==> config.mk <==
export PLATFORM = sky130hd
export DESIGN_NAME = smiley_motion_ctrl
export DESIGN_NICKNAME = d
export VERILOG_FILES = /design/src/rtl/smiley_motion_ctrl.sv
export SDC_FILE = /design/constraint.sdc
export NUM_CORES = 1
export LEC_CHECK = 0
export BUFFER_PORTS_ARGS = -buffer_cell sky130_fd_sc_hd__buf_4
export CAP_MARGIN = 30
export CORE_MARGIN = 2
export CORE_UTILIZATION = 45
export CTS_BUF_LIST = sky130_fd_sc_hd__clkbuf_8
export CTS_CLUSTER_SIZE = 16
export DETAILED_ROUTE_END_ITERATION = 10
export PLACE_DENSITY = 0.65
export SYNTH_ARGS = -nofsm -noshare
export SYNTH_HDL_FRONTEND = slang
export SYNTH_SLANG_ARGS = --single-unit
==> constraint.sdc <==
create_clock -name clk -period 2.7 [get_ports clk]
set_clock_uncertainty 0.1 [all_clocks]
set_input_delay 0.27 -clock clk [delete_from_list [all_inputs] [get_ports clk]]
set_output_delay 0.27 -clock clk [all_outputs]
set_load 0.02 [all_outputs]
==> src/rtl/smiley_motion_ctrl.sv <==
// Game sequencer for the smiley mover: start/pause/hit-freeze/game-over control.
// Optional lives counting and game-over enabled by defining SMILEY_CTRL_LIVES_EN.
module smiley_motion_ctrl #(
  parameter int HIT_FREEZE_FRAMES    = 15,
  parameter int JUMP_COOLDOWN_FRAMES = 8,
  parameter int LIVES                = 3,
  parameter bit INITIAL_DIR          = 1'b1
) (
  input  logic       clk,
  input  logic       resetN,
  input  logic       startOfFrame,
  input  logic       startKey,
  input  logic       pauseKey,
  input  logic       leftKey,
  input  logic       rightKey,
  input  logic       jumpKey,
  input  logic       collision,
  output logic       X_direction,
  output logic       toggleY,
  output logic       respawn,
  output logic       moveFrame,
  output logic [2:0] state,
  output logic [3:0] livesLeft
);

  typedef enum logic [2:0] {
    S_IDLE  = 3'd0,
    S_RUN   = 3'd1,
    S_PAUSE = 3'd2,
    S_HIT   = 3'd3,
    S_OVER  = 3'd4
  } state_t;

  localparam logic [7:0] FREEZE_INIT = 8'(HIT_FREEZE_FRAMES);
  localparam logic [7:0] CD_INIT     = 8'(JUMP_COOLDOWN_FRAMES);
  localparam logic [3:0] LIVES_INIT  = 4'(LIVES);

  state_t     r_state, w_state_nx;
  logic       r_xdir, w_xdir_nx;
  logic       r_tgl, w_tgl_nx;
  logic       r_rsp, w_rsp_nx;
  logic [7:0] r_freeze, w_freeze_nx;
  logic [7:0] r_cd, w_cd_nx;
  logic [3:0] r_lives, w_lives_nx;

  logic r_start_d, r_pause_d, r_jump_d, r_coll_d;
  logic w_start_re, w_pause_re, w_jump_re, w_coll_re;

  assign w_start_re = startKey  & ~r_start_d;
  assign w_pause_re = pauseKey  & ~r_pause_d;
  assign w_jump_re  = jumpKey   & ~r_jump_d;
  assign w_coll_re  = collision & ~r_coll_d;

  // Delay regs come out of reset high so held keys give no edge.
  always_ff @(posedge clk) begin
    if (!resetN) begin
      r_state   <= S_IDLE;
      r_xdir    <= INITIAL_DIR;
      r_tgl     <= 1'b0;
      r_rsp     <= 1'b0;
      r_freeze  <= 8'd0;
      r_cd      <= 8'd0;
      r_lives   <= LIVES_INIT;
      r_start_d <= 1'b1;
      r_pause_d <= 1'b1;
      r_jump_d  <= 1'b1;
      r_coll_d  <= 1'b1;
    end else begin
      r_state   <= w_state_nx;
      r_xdir    <= w_xdir_nx;
      r_tgl     <= w_tgl_nx;
      r_rsp     <= w_rsp_nx;
      r_freeze  <= w_freeze_nx;
      r_cd      <= w_cd_nx;
      r_lives   <= w_lives_nx;
      r_start_d <= startKey;
      r_pause_d <= pauseKey;
      r_jump_d  <= jumpKey;
      r_coll_d  <= collision;
    end
  end

  always_comb begin
    w_state_nx  = r_state;
    w_xdir_nx   = r_xdir;
    w_tgl_nx    = 1'b0;
    w_rsp_nx    = 1'b0;
    w_freeze_nx = r_freeze;
    w_cd_nx     = r_cd;
    w_lives_nx  = r_lives;
    case (r_state)
      S_IDLE: begin
        if (w_start_re) begin
          w_state_nx = S_RUN;
          w_rsp_nx   = 1'b1;
          w_xdir_nx  = INITIAL_DIR;
          w_cd_nx    = 8'd0;
        end
      end
      S_RUN: begin
        // Collision outranks pause, jump and steering.
        if (w_coll_re) begin
          w_state_nx  = S_HIT;
          w_freeze_nx = FREEZE_INIT;
`ifdef SMILEY_CTRL_LIVES_EN
          if (r_lives != 4'd0)
            w_lives_nx = r_lives - 4'd1;
`endif
        end else begin
          if (leftKey && !rightKey)
            w_xdir_nx = 1'b0;
          else if (rightKey && !leftKey)
            w_xdir_nx = 1'b1;
          if (w_pause_re)
            w_state_nx = S_PAUSE;
          if (w_jump_re && !w_pause_re && r_cd == 8'd0) begin
            w_tgl_nx = 1'b1;
            w_cd_nx  = CD_INIT;
          end else if (startOfFrame && r_cd != 8'd0) begin
            w_cd_nx = r_cd - 8'd1;
          end
        end
      end
      S_PAUSE: begin
        if (w_pause_re)
          w_state_nx = S_RUN;
      end
      S_HIT: begin
        if (r_freeze == 8'd0) begin
          w_cd_nx    = 8'd0;
          w_state_nx = S_RUN;
          w_rsp_nx   = 1'b1;
          w_xdir_nx  = INITIAL_DIR;
`ifdef SMILEY_CTRL_LIVES_EN
          if (r_lives == 4'd0) begin
            w_state_nx = S_OVER;
            w_rsp_nx   = 1'b0;
            w_xdir_nx  = r_xdir;
          end
`endif
        end else if (startOfFrame) begin
          w_freeze_nx = r_freeze - 8'd1;
        end
      end
      S_OVER: begin
        if (w_start_re) begin
          w_state_nx = S_IDLE;
          w_lives_nx = LIVES_INIT;
        end
      end
      default: w_state_nx = S_IDLE;
    endcase
  end

  assign moveFrame   = startOfFrame & (r_state == S_RUN);
  assign state       = r_state;
  assign X_direction = r_xdir;
  assign toggleY     = r_tgl;
  assign respawn     = r_rsp;
  assign livesLeft   = r_lives;

endmodule

==> impl_metrics.ini <==
[outcome]
status = finished, final reports clean

[timing]
setup_viol = 0
tightest_slew_ns = 0.660
worst_slack_ns = 0.408
finalCritPeriodShare_pct = 84.9
final_hold_viol_count = 0
tns_ns = 0
slew_headroom_pct = 56.0
rsz0062_at_grt = no
drv_slew = 0
finalCriticalPeriod_ns = 2.29
fmax_mhz = 436

[yosys]
dominantRegCellSynth = dfxtp_1
async_reset_ff_share_pct = 0
synth_area_leaders = dfxtp_1 (35%), ha_1 (7.1%), nand2_1 (4.0%), nand3_1 (3.9%), nand2b_1 (3.1%)
ys_types = 47
syn_area_per_cell_um2 = 8.45
yosys.area.top_type = dfxtp_1
synth_most_common_cell = dfxtp_1
yosysWarningCount = 0
yosysSeqAreaShare_pct = 35.5
synth_edf_count = 0
syn_area_um2 = 1410
synth_cells = 167
synth-seq-cells = 25
synth.top_cells.by_count = dfxtp_1 (25), nand2_1 (15), nand3_1 (11), nor2_1 (11)
yosysTopAreaCellShare_pct = 35.5

[placement]
place_hpwl_um = 2170
pre_cts_ws_ns = 0.453
place_congestion = 0.792
portBuffers = 14

[worst_setup_path]
path_class = flip-flop to flip-flop
worst-r2r-setup-slack_ns = 0.41
cp-startpoint = state[1]
end_kind = flip-flop
worst-endpoint-required_ns = 2.79
arrival_ns = 2.38
r2r-start = state[1]
cp-start-kind = flip-flop
crit_end = r_cd[1]
critPathMaxFanout = 14
worstRegToRegCells = 6
timing.rr.end = r_cd[1]

[floorplanning]
start_util_pct = 46.6
die_x_um = 60.0
die_y_um = 60.0
num_rows = 20
core_area_um2 = 3030
dieArea_um2 = 3600
ioPinCount = 20

[route]
post-route-drc-count = 0
avgViaCountPerCell = 5.53
drtIter0Drc = 45
wl_per_cell_um = 13.1
drtPass1Iterations = 4
wl_um = 2920
num_vias = 1227
drtAntennaViolNets = 0

[worst_hold_path]
whs_path_depth = 2
hp-class = primary input to flip-flop

[global_routing]
grt_max_degree = 15
grt_first_pass_wirelength_um = 4970
grt_overflow_total = 0
grt_use_total_pct = 18.4
antenna_found_initial = 0
grt_pass1_vias = 1146

[clocking]
postCtsSetupRepairBufs = 0
hold_buffers = 0
cts_tree = built
root_buffer = clkbuf_8
clk_latency_ns = 0.27
cts_made_buffers = 3
clk_pin_slew_ns = 0.09
cts_buffer_depth = 2
htreeDepth = 1
cts_resized = 0
clock_sinks = 25

[final_layout]
diodes = 0
n_fill_cell = 303
drive_gt1_share_pct = 13.5
syn2layout_area_growth_pct = 10.7
fin_nets = 196

[power]
p_leak_nw = 0.595
vdd_drop_max_v = 0.000376
p_per_area_nw_per_um2 = 945

[job]
drv_cap = 0
-- per-stage QoR --
step | cells | util, % | hold WS (ns) | instance area, um^2 | total power, mW
after floorplan | 170 | - | 0.243 | 1420 | 1.14
after global placement | 218 | 50.1 | 0.363 | 1520 | 1.24
after detailed placement | 218 | 50.1 | 0.368 | 1520 | 1.26
after CTS | 222 | 51.6 | 0.0790 | 1560 | 1.49
after global routing | 222 | 51.6 | 0.0786 | 1560 | 1.59
final | 222 | 51.6 | 0.0838 | 1560 | 1.48
-- report_power, final --
part | internal, mW | switching [mW] | total [mW]
Combinational | 0.295 | 0.419 | 0.714
Sequential | 0.454 | 0.0903 | 0.545
Clock | 0.102 | 0.116 | 0.218
-- worst min-delay path by stage --
stage	from	slack (ns)	to
2_1_floorplan	resetN	0.24	r_coll_d
3_3_place_gp	pauseKey	0.36	r_pause_d
3_5_place_dp	pauseKey	0.37	r_pause_d
4_1_cts	pauseKey	0.08	r_pause_d
5_1_grt	pauseKey	0.08	r_pause_d
6_report	pauseKey	0.08	r_pause_d
-- layout by cell type (no fill, tap or decap), types with 5 or more instances in the layout --
cell type	instances
nor2_1	11
inv_1	9
ha_1	8
nand2b_1	7
conb_1	5
nand2_1	15
dfxtp_1	25
a31oi_1	6
buf_4	14
a21oi_1	5
nand3_1	11
nor3_1	5
-- layer usage --
| layer | track usage, % | up-vias | part of all wire, % |
|---|---|---|---|
| li1 | - | 613 | - |
| met3 | 4.76 | 5 | 4.4 |
| met2 | 30.9 | 31 | 48 |
| met4 | 6.67 | 0 | 1.1 |
| met5 | 0 | - | 0 |
| met1 | 22.5 | 578 | 47 |
-- layout make-up --
class / count / area, um^2 / share of cell area, %
clock buffer: 3 / 41.3 / 2.64
sequential: 25 / 500 / 32.0
tap: 44 / 55.1 / 3.52
multi-input combinational: 127 / 827 / 52.9
clock inverter: 1 / 3.75 / 0.240
timing repair buffer: 14 / 105 / 6.73
inverter: 8 / 30.0 / 1.92
-- state kept, by name, indices dropped and copies added, names as in the netlist --
signal and flops:
toggleY 1, r_freeze 8, r_start_d 1, respawn 1
state 2, r_jump_d 1, r_coll_d 1, X_direction 1
r_cd 8, r_pause_d 1
-- logic make-up after synthesis --
| group | share of synthesized area [%] |
|---|---|
| AO/OA/AOI/OAI | 17.1 |
| XOR/XNOR | 3.10 |
| adder cells (fa/ha/maj) | 7.09 |
| buffers and inverters | 6.74 |
| flip-flops | 35.5 |
| multiplexers | 2.22 |
| other | 0.532 |
| AND/OR/NAND/NOR | 27.7 |
-- critical path, stage by stage (launching register included) --
cell and delay, ns:
dfxtp_1 0.40, inv_1 0.09, ha_1 0.35, a221oi_1 0.49, and2_1 0.40, nand3_1 0.16, o32ai_1 0.22
No activity file was read; power rests on OpenSTA's default activity.
